**config.mk**
```make
export PLATFORM = sky130hd
export DESIGN_NAME = reset_sequencer
export DESIGN_NICKNAME = d
export VERILOG_FILES = /design/src/rtl/reset_seq_pkg.sv /design/src/rtl/reset_sync_chain.sv /design/src/rtl/reset_sequencer.sv
export SDC_FILE = /design/constraint.sdc
export NUM_CORES = 1
export LEC_CHECK = 0
export CAP_MARGIN = 20
export CELL_PAD_IN_SITES_DETAIL_PLACEMENT = 0
export CELL_PAD_IN_SITES_GLOBAL_PLACEMENT = 1
export CORE_ASPECT_RATIO = 0.9
export CORE_MARGIN = 5
export CORE_UTILIZATION = 25
export DETAILED_ROUTE_END_ITERATION = 8
export MAX_ROUTING_LAYER = met4
export PLACE_DENSITY = 0.47
export SYNTH_ARGS = -nofsm -noshare
export SYNTH_HDL_FRONTEND = slang
export SYNTH_SLANG_ARGS = --single-unit
```
**constraint.sdc**
```tcl
create_clock -name clk -period 3.9 [get_ports clk]
set_input_delay 0.39 -clock clk [delete_from_list [all_inputs] [get_ports clk]]
set_output_delay 0.39 -clock clk [all_outputs]
set_load 0.1 [all_outputs]
```
**src/rtl/reset_seq_pkg.sv**
```systemverilog
// Shared state encoding and sizing helper for the reset sequencer.
// Imported by the sequencer top level.
package reset_seq_pkg;

  localparam logic [1:0] ST_RST  = 2'd0;
  localparam logic [1:0] ST_HOLD = 2'd1;
  localparam logic [1:0] ST_REL  = 2'd2;
  localparam logic [1:0] ST_DONE = 2'd3;

  function automatic int clog2_max(int a, int b);
    return $clog2(((a > b) ? a : b) + 1);
  endfunction

endpackage

```
**src/rtl/reset_sync_chain.sv**
```systemverilog
// Async-assert, sync-deassert reset synchronizer.
// Shifts a constant 1 through SYNC_STAGES flops.
module reset_sync_chain #(
  parameter int SYNC_STAGES = 2
) (
  input  logic clk,
  input  logic reset,
  output logic rst_sync
);

  logic [SYNC_STAGES-1:0] sync_q;

  always_ff @(posedge clk or negedge reset) begin
    if (!reset) sync_q <= '0;
    else        sync_q <= {sync_q[SYNC_STAGES-2:0], 1'b1};
  end

  assign rst_sync = sync_q[SYNC_STAGES-1];

endmodule

```
**src/rtl/reset_sequencer.sv**
```systemverilog
// Stretches a synchronized reset release, then frees reset domains
// one at a time; also services a synchronous software reset request.
module reset_sequencer
  import reset_seq_pkg::*;
#(
  parameter int SYNC_STAGES = 2,
  parameter int HOLD_CYCLES = 16,
  parameter int STEP_CYCLES = 4,
  parameter int NUM_OUT     = 3
) (
  input  logic               clk,
  input  logic               reset,
  input  logic               sw_rst_req,
  output logic [NUM_OUT-1:0] rst_n_out,
  output logic               rst_done,
  output logic               rst_busy
);

  if (SYNC_STAGES < 2) begin : g_bad_sync
    $error("SYNC_STAGES must be >= 2");
  end
  if (HOLD_CYCLES < 1) begin : g_bad_hold
    $error("HOLD_CYCLES must be >= 1");
  end
  if (STEP_CYCLES < 1) begin : g_bad_step
    $error("STEP_CYCLES must be >= 1");
  end
  if (NUM_OUT < 1 || NUM_OUT > 16) begin : g_bad_num
    $error("NUM_OUT must be 1..16");
  end

  localparam int CW = clog2_max(HOLD_CYCLES, STEP_CYCLES);
  localparam int IW = $clog2(NUM_OUT + 1);

  // Power-up entry happens one edge later than a software request,
  // so it loads one less to land on the same release edge.
  localparam logic [CW-1:0] HOLD_SW = CW'(HOLD_CYCLES);
  localparam logic [CW-1:0] HOLD_PU = CW'(HOLD_CYCLES - 1);
  localparam logic [CW-1:0] STEP_LD = CW'(STEP_CYCLES - 1);
  localparam logic [IW-1:0] LAST    = IW'(NUM_OUT - 1);

  logic               rst_sync;
  logic [1:0]         state_q, state_d;
  logic [CW-1:0]      cnt_q, cnt_d, cnt_dec;
  logic [IW-1:0]      idx_q, idx_d;
  logic [NUM_OUT-1:0] rst_n_q, rst_n_d;
  logic               done_q, done_d;

  reset_sync_chain #(
    .SYNC_STAGES(SYNC_STAGES)
  ) u_sync (
    .clk     (clk),
    .reset   (reset),
    .rst_sync(rst_sync)
  );

  assign cnt_dec = (cnt_q == '0) ? '0 : cnt_q - CW'(1);

  always_comb begin
    state_d = state_q;
    cnt_d   = cnt_q;
    idx_d   = idx_q;
    rst_n_d = rst_n_q;
    done_d  = done_q;
    if (state_q != ST_RST && sw_rst_req) begin
      state_d = ST_HOLD;
      cnt_d   = HOLD_SW;
      idx_d   = '0;
      rst_n_d = '0;
      done_d  = 1'b0;
    end else begin
      case (state_q)
        ST_RST: begin
          if (rst_sync) begin
            state_d = ST_HOLD;
            cnt_d   = HOLD_PU;
          end
        end
        ST_HOLD: begin
          if (cnt_q == '0) begin
            rst_n_d[0] = 1'b1;
            cnt_d      = STEP_LD;
            if (NUM_OUT == 1) begin
              state_d = ST_DONE;
              done_d  = 1'b1;
            end else begin
              state_d = ST_REL;
              idx_d   = IW'(1);
            end
          end else begin
            cnt_d = cnt_dec;
          end
        end
        ST_REL: begin
          if (cnt_q == '0) begin
            for (int k = 0; k < NUM_OUT; k++) begin
              if (idx_q == IW'(k)) rst_n_d[k] = 1'b1;
            end
            cnt_d = STEP_LD;
            idx_d = idx_q + IW'(1);
            if (idx_q == LAST) begin
              state_d = ST_DONE;
              done_d  = 1'b1;
            end
          end else begin
            cnt_d = cnt_dec;
          end
        end
        ST_DONE: ;
        default: state_d = ST_RST;
      endcase
    end
  end

  always_ff @(posedge clk or negedge reset) begin
    if (!reset) begin
      state_q <= ST_RST;
      cnt_q   <= '0;
      idx_q   <= '0;
      rst_n_q <= '0;
      done_q  <= 1'b0;
    end else begin
      state_q <= state_d;
      cnt_q   <= cnt_d;
      idx_q   <= idx_d;
      rst_n_q <= rst_n_d;
      done_q  <= done_d;
    end
  end

  assign rst_n_out = rst_n_q;
  assign rst_done  = done_q;
  assign rst_busy  = ~done_q;

endmodule
```
* Yosys cells after proc, flatten, opt, wreduce, memory -nomap -nowiden
Cells that the tools add are included.
** Storage, ports and cells
- RAM bits :: 0
- Bits in latches :: 0
- Output and inout port bits :: 5
- ROM bits :: 0
- Flip-flop bits (word level) :: 15
- Memories :: 0
- Bits of input ports :: 3
- Logic and storage cells :: 64
** Operators by class
- Mux-type cells :: 25
- Reductions and logical operators :: 19
- Add/sub/neg operators :: 2
- Order comparisons :: 0
- Shift operators :: 0
- Eq/ne operators :: 9
- Bitwise gates (word level) :: 1
- Div/mod/pow operators :: 0
- Multiply operators :: 0
** Operators by type and width (count)
- $mux 2 :: 9
- $mux 5 :: 3
- $ne 3x3->1 const B :: 4
- $pmux 5 s2 :: 1
- $reduce_bool 2->1 :: 5
- $reduce_and 3->1 :: 3
- $mux 1 :: 7
- $mux 3 :: 2
- $pmux 2 s3 :: 1
- $reduce_bool 3->1 :: 2
- $logic_not 5->1 :: 1
- $reduce_and 5->1 :: 1
- $sub 5x1->5 const B :: 1
- $eq 2x1->1 const B :: 2
- $eq 2x2->1 const B :: 2
- $logic_not 2->1 :: 2
- $pmux 2 s2 :: 1
- $reduce_and 4->1 :: 1
- $reduce_bool 4->1 :: 1
- $ne 3x2->1 const B :: 1
- $add 2x1->2 const B :: 1
- $pmux 1 s2 :: 1
- $reduce_and 2->1 :: 1
- $reduce_or 2->1 :: 1
- other kinds (2) :: 2

* Logic depth before layout (Yosys ltp)
Gate-level depths: netlist (run 1).
- Depth in word-level cells :: 5
- Gate-level depth with buffers :: 7
- Gate-level depth less buffers :: 6

* By module
A second synthesis (run 1) with hierarchy kept.
** Second synthesis, totals
- Cells, all modules :: 91
- Area total of the unflattened synthesis :: 882.1 um^2
** Modules (own cells, without submodules)
- reset_sequencer :: seq. area each 300.3 um^2, instances 1, cells an instance 88, area each 828.3 um^2
- reset_sync_chain :: seq. area each 50.0 um^2, instances 1, cells an instance 3, area each 53.8 um^2

* Worst setup path before layout (run 1)
No wires, ideal clock.
- Path kind :: reg2out
- From :: register rst_n_out[2] (netlist name)
- To :: output port rst_busy
- Arrival time :: 1591 ps
- Required time :: 3510 ps
- Buffers on the path :: 0
- Stages on the path, launching flop included :: 2
- Setup slack :: 1919 ps
- Cells stage by stage :: dfrtp_1 inv_1
** RTL lines
- end, declared :: RTL line reset_sequencer.sv:16 : output logic rst_busy

==> results of run 1 <==
## flip-flops by register name, indices dropped and copies added (netlist names)
register	count
idx_q	2
state_q	2
u_sync.sync_q	2
cnt_q	5
rst_n_out	3
## per-stage QoR
stage,instances,instance area (um2)
2_1_floorplan,88,855
3_3_place_gp,136,953
3_5_place_dp,136,953
4_1_cts,140,1010
5_1_grt,140,1010
6_report,140,1010
## kinds of logic (layout without fill, tap and decap cells)
group                      count (synthesis)  in the layout  synth area share, %
muxes                                      2              2                 2.93
adders and majority gates                  8              8                 11.7
other                                      1              1                0.439
buffers and inverters                     14             22                 7.91
DFF                                       14             14                 41.0
and+or+nand+nor                           25             25                 15.8
AOI/OAI and AO/OA                         23             23                 19.2
xor gates and xnor gates                   1              1                 1.03
## synth_stat cells, types with 2 or more instances
master / number
sky130_fd_sc_hd__o21ai_0: 7
sky130_fd_sc_hd__inv_1: 11
sky130_fd_sc_hd__a31oi_1: 4
sky130_fd_sc_hd__nand2_1: 6
sky130_fd_sc_hd__a21oi_1: 5
sky130_fd_sc_hd__and2_1: 2
sky130_fd_sc_hd__nor2_1: 2
sky130_fd_sc_hd__ha_1: 8
sky130_fd_sc_hd__buf_4: 2
sky130_fd_sc_hd__dfrtp_1: 14
sky130_fd_sc_hd__nand2b_1: 3
sky130_fd_sc_hd__nand3_1: 6
## routing by layer
| layer | vias up | global-route usage, % |
|---|---|---|
| met3 | 2 | 3.21 |
| met1 | 294 | 10.2 |
| li1 | 319 | - |
| met5 | - | - |
| met4 | 0 | 2.82 |
| met2 | 12 | 12.3 |
## final cells by class
class / count / area share, %
multi-input cells: 60 / 43.3
flip-flops and latches: 14 / 34.7
repair buffers: 7 / 6.95
clock buffers: 4 / 5.46
well taps: 44 / 5.46
inverters: 11 / 4.09
## path summary, 6_finish.rpt
kind / cells after the start / slack (ps) / endpoint / startpoint
worst min-delay path: 0 / 350 / u_sync.sync_q[1]$_DFF_PN0_ / u_sync.sync_q[0]$_DFF_PN0_
worst max-delay path: 2 / 1670 / rst_busy / rst_n_out[2]$_DFFE_PN0P_
max in group asynchronous: 1 / 2930 / rst_n_out[2]$_DFFE_PN0P_ / reset
min in group asynchronous: 1 / 550 / cnt_q[2]$_DFFE_PN0P_ / reset
worst max register to register: 6 / 1920 / state_q[0]$_DFFE_PN0P_ / cnt_q[0]$_DFFE_PN0P_
worst min register to register: 0 / 350 / u_sync.sync_q[1]$_DFF_PN0_ / u_sync.sync_q[0]$_DFF_PN0_
==> results_tabular.tex, run 1 <==
\begin{tabular}{lr}
\hline
Metric & Value \\
\hline
\multicolumn{2}{l}{\textbf{Die}} \\
\quad Row Count & 20 \\
\quad Die W & around 72 um \\
\quad Area of the placeable core & between 3000 and 4000 um2 \\
\quad Starting Density & 25.7\% \\
\quad DIE AREA & $\sim$4700 um2 \\
\quad Vertical die dimension & 65.5 um \\
\quad I/O pin count & 8 \\
\multicolumn{2}{l}{\textbf{Detailed routing}} \\
\quad Routed metal-1 wirelength & between 800 and 900 um \\
\quad Met3 wirelength from detailed routing & slightly below 60 um \\
\quad Post-detailed-route via-to-cell ratio & 4.48 \\
\quad Post-route DRC & 0 \\
\quad Met2 Wirelength & just under 800 um \\
\quad Vias post-DR & 627 \\
\quad Uppermost layer routed & met4 \\
\quad Post-route ant nets & 0 \\
\quad 1st-pass router iterations & 4 \\
\quad Final WL & 1.75 mm \\
\quad Detailed-route wire length per cell & 12.5 um \\
\quad First DRT Iteration DRCs & 15 \\
\multicolumn{2}{l}{\textbf{STA}} \\
\quad Hold slack & around 350 ps \\
\quad Time the worst path needs with I/O delays and setup & 2230 ps \\
\quad Number of hold violations in the final report & 0 \\
\quad Setup\_tns & 0 ps \\
\quad Skew final & around 0.9 ps \\
\quad Final setup violating endpoints & 0 \\
\quad Final number of max-transition violations & 0 \\
\quad Worst-Margin Slew & between 900 and 1000 ps \\
\quad Unrepaired setup endpoints after global routing & no \\
\quad Highest achievable clock rate & 448 MHz \\
\quad Post-route fraction of the period consumed by the critical path & a little under three fifths \\
\quad Setup ws final & approximately 1700 ps \\
\quad Rel. slew slack & between 30\% and 40\% \\
\multicolumn{2}{l}{\textbf{Synth}} \\
\quad Library cell occupying the most area in the post-synthesis netlist & sky130\_fd\_sc\_hd\_\_dfrtp\_1 \\
\quad Ys Warns & 0 \\
\quad Total of flip-flops plus latches after synthesis & 14 \\
\quad Combined area of all synthesized cells & between 800 and 900 um2 \\
\quad Number of enable-type register cells in the synthesized netlist & 0 \\
\quad Number of nets in the synthesized netlist & 99 \\
\quad Area fraction of the dominant cell type after synthesis & 41.0\% \\
\quad Top flip-flop cell by instance count after synthesis & sky130\_fd\_sc\_hd\_\_dfrtp\_1 \\
\quad Cell count after synthesis & 88 \\
\quad Distinct cell type count of the synthesized netlist & 30 \\
\quad Mean post-synth cell area & 9.71 um2 \\
\quad Sequential-to-total area share from yosys stat & 41.0\% \\
\quad Leading cell types by total area after synthesis & sky130\_fd\_sc\_hd\_\_dfrtp\_1 41\%, sky130\_fd\_sc\_hd\_\_ha\_1 12\%, sky130\_fd\_sc\_hd\_\_inv\_1 4.8\% \\
\quad FFs w/ async S/R, synth & 100\% \\
\multicolumn{2}{l}{\textbf{GRT}} \\
\quad Number of global-route vias before repair & $\sim$600 \\
\quad Initial antenna violation count & 0 \\
\quad Gr usage total & $\sim$8.3\% \\
\quad Gr ovfl total & 0 \\
\quad Global-route wire length before repair & 2.88 mm \\
\quad Pin count of the biggest net entering global routing & 15 \\
\multicolumn{2}{l}{\textbf{Hold path}} \\
\quad Hold Path Class & flop to flop \\
\multicolumn{2}{l}{\textbf{Clock network}} \\
\quad Clock buffers created by TritonCTS & 3 \\
\quad Post-CTS Setup Inserts & 0 \\
\quad Number of buffers inserted for hold repair after clock tree synthesis & 0 \\
\quad Buffer cell driving the clock tree root & sky130\_fd\_sc\_hd\_\_clkbuf\_8 \\
\quad TritonCTS clock tree & built \\
\quad Clock Path Buffers & 2 \\
\quad CTS H-Tree Depth & 1 \\
\quad Clock Latency Late Sink & approximately 240 ps \\
\quad Number of clock sinks & 14 \\
\quad Post-cts repair resize count & 0 \\
\quad Clock slew at the register clock pins of the worst setup and hold paths & 60 ps \\
\multicolumn{2}{l}{\textbf{Setup path}} \\
\quad Data arrival time at the worst-slack endpoint & approximately 1800 ps \\
\quad Library cell contributing the largest single delay on the critical path & sky130\_fd\_sc\_hd\_\_clkdlybuf4s50\_1 \\
\quad Delay contributed by the slowest stage of the critical path & between 1000 and 1500 ps \\
\quad Startpoint Class & flop \\
\quad WP buf/inv & 2 \\
\quad Maximum net fanout on the critical path & 3 \\
\quad Crit path capture type & primary output \\
\quad Kind of cell adding the most delay to the critical path & buffers and inverters \\
\quad Startpoint-to-endpoint class of the critical path & flop to primary output \\
\quad Crit path required time & $\sim$3500 ps \\
\quad CP Cell Sequence & inv\_1 -> clkdlybuf4s50\_1 \\
\multicolumn{2}{l}{\textbf{Final layout}} \\
\quad Sequential standard cell area & 350 um2 \\
\quad Footprint of the multi-input gates & approximately 440 um2 \\
\quad Area growth from synthesis to layout & 18.0\% \\
\quad Final core area utilization & a little under a third \\
\quad Final net count & roughly 110 \\
\quad Commonest non-fill, non-tap cell in the layout & sky130\_fd\_sc\_hd\_\_dfrtp\_1 \\
\quad Commonest cells after routing, fill and taps aside & 14 x sky130\_fd\_sc\_hd\_\_dfrtp\_1, 11 x sky130\_fd\_sc\_hd\_\_inv\_1, 8 x sky130\_fd\_sc\_hd\_\_ha\_1 \\
\quad Filler Cells Inserted & 338 \\
\quad Antenna diodes & 0 \\
\quad Proportion of layout cells with a drive suffix above 1 & roughly a tenth \\
\multicolumn{2}{l}{\textbf{Placement}} \\
\quad HPWL reported at the end of detailed placement & around 1.3 mm \\
\quad Port Buf Inserts & 7 \\
\quad Global placement routability congestion & a little over 0.8 \\
\quad Post-Place Setup Slack & between 1500 and 2000 ps \\
\multicolumn{2}{l}{\textbf{Job}} \\
\quad Maximum capacitance violations & 0 \\
\multicolumn{2}{l}{\textbf{Outcome}} \\
\quad Status & finished, final reports clean \\
\hline
\end{tabular}
Power of run 1 is left out: the tool's default activity adds up to more than one toggle a clock period on the data nets, which glitch-free logic cannot reach.
==> run 2, diff against run 1 <==
Settings changed: PLACE_DENSITY 0.47 to 0.48.
Clock period 3.9 ns to 2 ns, I/O delays scaled along.
==> results_tabular.tex, run 2 (same netlist as run 1, synthesis figures left out) <==
\begin{tabular}{lr}
\hline
Metric & Value \\
\hline
\multicolumn{2}{l}{\textbf{GRT}} \\
\quad Number of global-route vias before repair & 672 (+12\%) \\
\quad Pin count of the biggest net entering global routing & 15 (unchanged) \\
\quad Initial antenna violation count & 0 (unchanged) \\
\quad Gr ovfl total & 0 (unchanged) \\
\quad Gr usage total & 8.94\% (+0.69 points) \\
\quad Global-route wire length before repair & 3.11 mm (+7.9\%) \\
\multicolumn{2}{l}{\textbf{Setup path}} \\
\quad CP Cell Sequence & inv\_1 -> ha\_2 -> or4b\_4 -> o211ai\_4 -> o2111ai\_4 -> mux2\_4 \\
\quad Delay contributed by the slowest stage of the critical path & 530 ps (-600 ps) \\
\quad Crit path capture type & flop \\
\quad Crit path required time & 2130 ps (-1380 ps) \\
\quad Library cell contributing the largest single delay on the critical path & sky130\_fd\_sc\_hd\_\_or4b\_4 \\
\quad Startpoint-to-endpoint class of the critical path & flop to flop \\
\quad Maximum net fanout on the critical path & 7 (+4) \\
\quad Startpoint Class & flop \\
\quad WP buf/inv & 1 (-1) \\
\quad Kind of cell adding the most delay to the critical path & simple AND/OR/NAND/NOR gates \\
\quad Data arrival time at the worst-slack endpoint & 2060 ps (+220 ps) \\
\multicolumn{2}{l}{\textbf{Clock network}} \\
\quad CTS H-Tree Depth & 1 (unchanged) \\
\quad TritonCTS clock tree & built \\
\quad Number of clock sinks & 14 (unchanged) \\
\quad Clock Path Buffers & 2 (unchanged) \\
\quad Buffer cell driving the clock tree root & sky130\_fd\_sc\_hd\_\_clkbuf\_8 \\
\quad Clock buffers created by TritonCTS & 3 (unchanged) \\
\quad Clock slew at the register clock pins of the worst setup and hold paths & 60 ps (about the same) \\
\quad Clock Latency Late Sink & 250 ps (about the same) \\
\quad Number of buffers inserted for hold repair after clock tree synthesis & 0 (unchanged) \\
\multicolumn{2}{l}{\textbf{Final layout}} \\
\quad Filler Cells Inserted & 359 (+6.2\%) \\
\quad Final core area utilization & 31.1\% (+0.75 points) \\
\quad Number of non-filler instances in the completed layout & 144 (+2.9\%) \\
\quad Proportion of layout cells with a drive suffix above 1 & 19.0\% (+9.6 points) \\
\quad Area growth from synthesis to layout & 20.9\% \\
\quad Register with the most flip-flops & cnt\_q \\
\quad Commonest cells after routing, fill and taps aside & 14 x sky130\_fd\_sc\_hd\_\_dfrtp\_1, 11 x sky130\_fd\_sc\_hd\_\_inv\_1, 10 x sky130\_fd\_sc\_hd\_\_buf\_4 \\
\quad Antenna diodes & 0 (unchanged) \\
\quad Commonest non-fill, non-tap cell in the layout & sky130\_fd\_sc\_hd\_\_dfrtp\_1 \\
\quad Sequential standard cell area & 350 um2 (unchanged) \\
\quad Footprint of the multi-input gates & 450 um2 (+3.2\%) \\
\quad Largest register FFs & 5 (unchanged) \\
\quad Final net count & 113 (+4.6\%) \\
\multicolumn{2}{l}{\textbf{Die}} \\
\quad Row Count & 20 (unchanged) \\
\quad Vertical die dimension & 65.5 um (unchanged) \\
\quad Die W & 71.6 um (unchanged) \\
\quad DIE AREA & 4690 um2 (unchanged) \\
\quad I/O pin count & 8 (unchanged) \\
\quad Starting Density & 25.7\% (unchanged) \\
\quad Area of the placeable core & 3330 um2 (unchanged) \\
\multicolumn{2}{l}{\textbf{Power and ir drop}} \\
\quad Peak ir drop on the vdd network & 0.000737 V \\
\quad Pwr per Cell Area & between 1500 and 2000 nW/um2 \\
\quad Post-layout total power & 1.85 mW \\
\quad Leakage & about 0.48 nW \\
\multicolumn{2}{l}{\textbf{Placement}} \\
\quad HPWL reported at the end of detailed placement & 1.37 mm (+4.4\%) \\
\quad Global placement routability congestion & 0.704 (-14\%) \\
\quad Placed insts & 140 (+2.9\%) \\
\quad Port Buf Inserts & 7 (unchanged) \\
\multicolumn{2}{l}{\textbf{Hold path}} \\
\quad Hold Path Class & flop to flop \\
\multicolumn{2}{l}{\textbf{Detailed routing}} \\
\quad Final WL & 1.82 mm (+3.9\%) \\
\quad Post-detailed-route via-to-cell ratio & 4.42 (-1.4\%) \\
\quad Detailed-route wire length per cell & 12.6 um (+1.1\%) \\
\quad Post-route DRC & 0 (unchanged) \\
\quad Post-route ant nets & 0 (unchanged) \\
\quad Vias post-DR & 636 (+1.4\%) \\
\quad First DRT Iteration DRCs & 13 (-2) \\
\quad 1st-pass router iterations & 4 (unchanged) \\
\multicolumn{2}{l}{\textbf{STA}} \\
\quad Hold slack & 351 ps (-1.77 ps) \\
\quad Post-route fraction of the period consumed by the critical path & 96.1\% \\
\quad Final setup violating endpoints & 0 (unchanged) \\
\quad Final number of max-transition violations & 0 (unchanged) \\
\quad Highest achievable clock rate & around 520 MHz \\
\quad Skew final & 2.50 ps (+1.61 ps) \\
\quad Rel. slew slack & 53.2\% (+18 points) \\
\quad Number of hold violations in the final report & 0 (unchanged) \\
\quad Time the worst path needs with I/O delays and setup & around 1900 ps \\
\quad Worst-Margin Slew & 700 ps (-275 ps) \\
\multicolumn{2}{l}{\textbf{Outcome}} \\
\quad Status & finished, final reports clean \\
\multicolumn{2}{l}{\textbf{Job}} \\
\quad Maximum capacitance violations & 0 (unchanged) \\
\hline
\end{tabular}
[run 2: final timing paths]
path,start,end,slack (ps),cells after the start
setup / recovery,cnt_q[0]$_DFFE_PN0P_,state_q[0]$_DFFE_PN0P_,80,6
hold / removal,u_sync.sync_q[0]$_DFF_PN0_,u_sync.sync_q[1]$_DFF_PN0_,350,0
setup reg to reg,cnt_q[0]$_DFFE_PN0P_,state_q[0]$_DFFE_PN0P_,80,6
hold reg to reg,u_sync.sync_q[0]$_DFF_PN0_,u_sync.sync_q[1]$_DFF_PN0_,350,0
max in group asynchronous,reset,u_sync.sync_q[1]$_DFF_PN0_,1180,1
min in group asynchronous,reset,rst_n_out[0]$_DFFE_PN0P_,380,1
[run 2: routing by layer]
metal  up-vias  part of all wire (%)  global-route usage, %
li1        328                     -                      -
met2         6                    44                   13.2
met3         4                   2.1                   1.83
met5         -                     0                      -
met4         0                   2.5                   5.63
met1       298                    51                   11.1
[run 2: final cells by class]
type / count / share of cell area (%)
flip-flops and latches: 14 / 33.9
well taps: 44 / 5.33
inverters: 11 / 4.00
clock buffers: 3 / 4.00
repair buffers: 12 / 9.20
multi-input cells: 60 / 43.6
[run 2: timing repair]
action / in CTS / in global routing
resized for setup: 0 / 2
buffers inserted: 0 / 1
endpoints found under the setup margin: 0 / 1
hold endpoints to repair: 0 / 0
[run 2: metrics by stage]
| stage | setup TNS (ps) | worst slack [ps] | cell area (um2) |
|---|---|---|---|
| 2_1_floorplan | 0 | 60.6 | 855 |
| 3_3_place_gp | 0 | 108 | 971 |
| 3_5_place_dp | 0 | 51.8 | 971 |
| 4_1_cts | 0 | 46.5 | 1010 |
| 5_1_grt | -0.698 | -0.698 | 1030 |
| 6_report | 0 | 78.2 | 1030 |
[run 2: worst register-to-register path, delay by kind of cell, from the launching register on]
| family | cells | cell delay, ps |
|---|---|---|
| and+or+nand+nor | 1 | 530 |
| DFF | 1 | 390 |
| muxes | 1 | 310 |
| AOI/OAI and AO/OA | 2 | 290 |
| adders and majority gates | 1 | 200 |
| buffers and inverters | 1 | 80 |
[run 2: power breakdown]
group          switching, mW  leakage (nW)  internal (mW)  total (mW)
clock                  0.103        0.0216          0.133       0.237
combinational          0.708         0.288          0.425        1.13
sequential            0.0847         0.169          0.400       0.485
No activity file was read; power rests on OpenSTA's default activity.
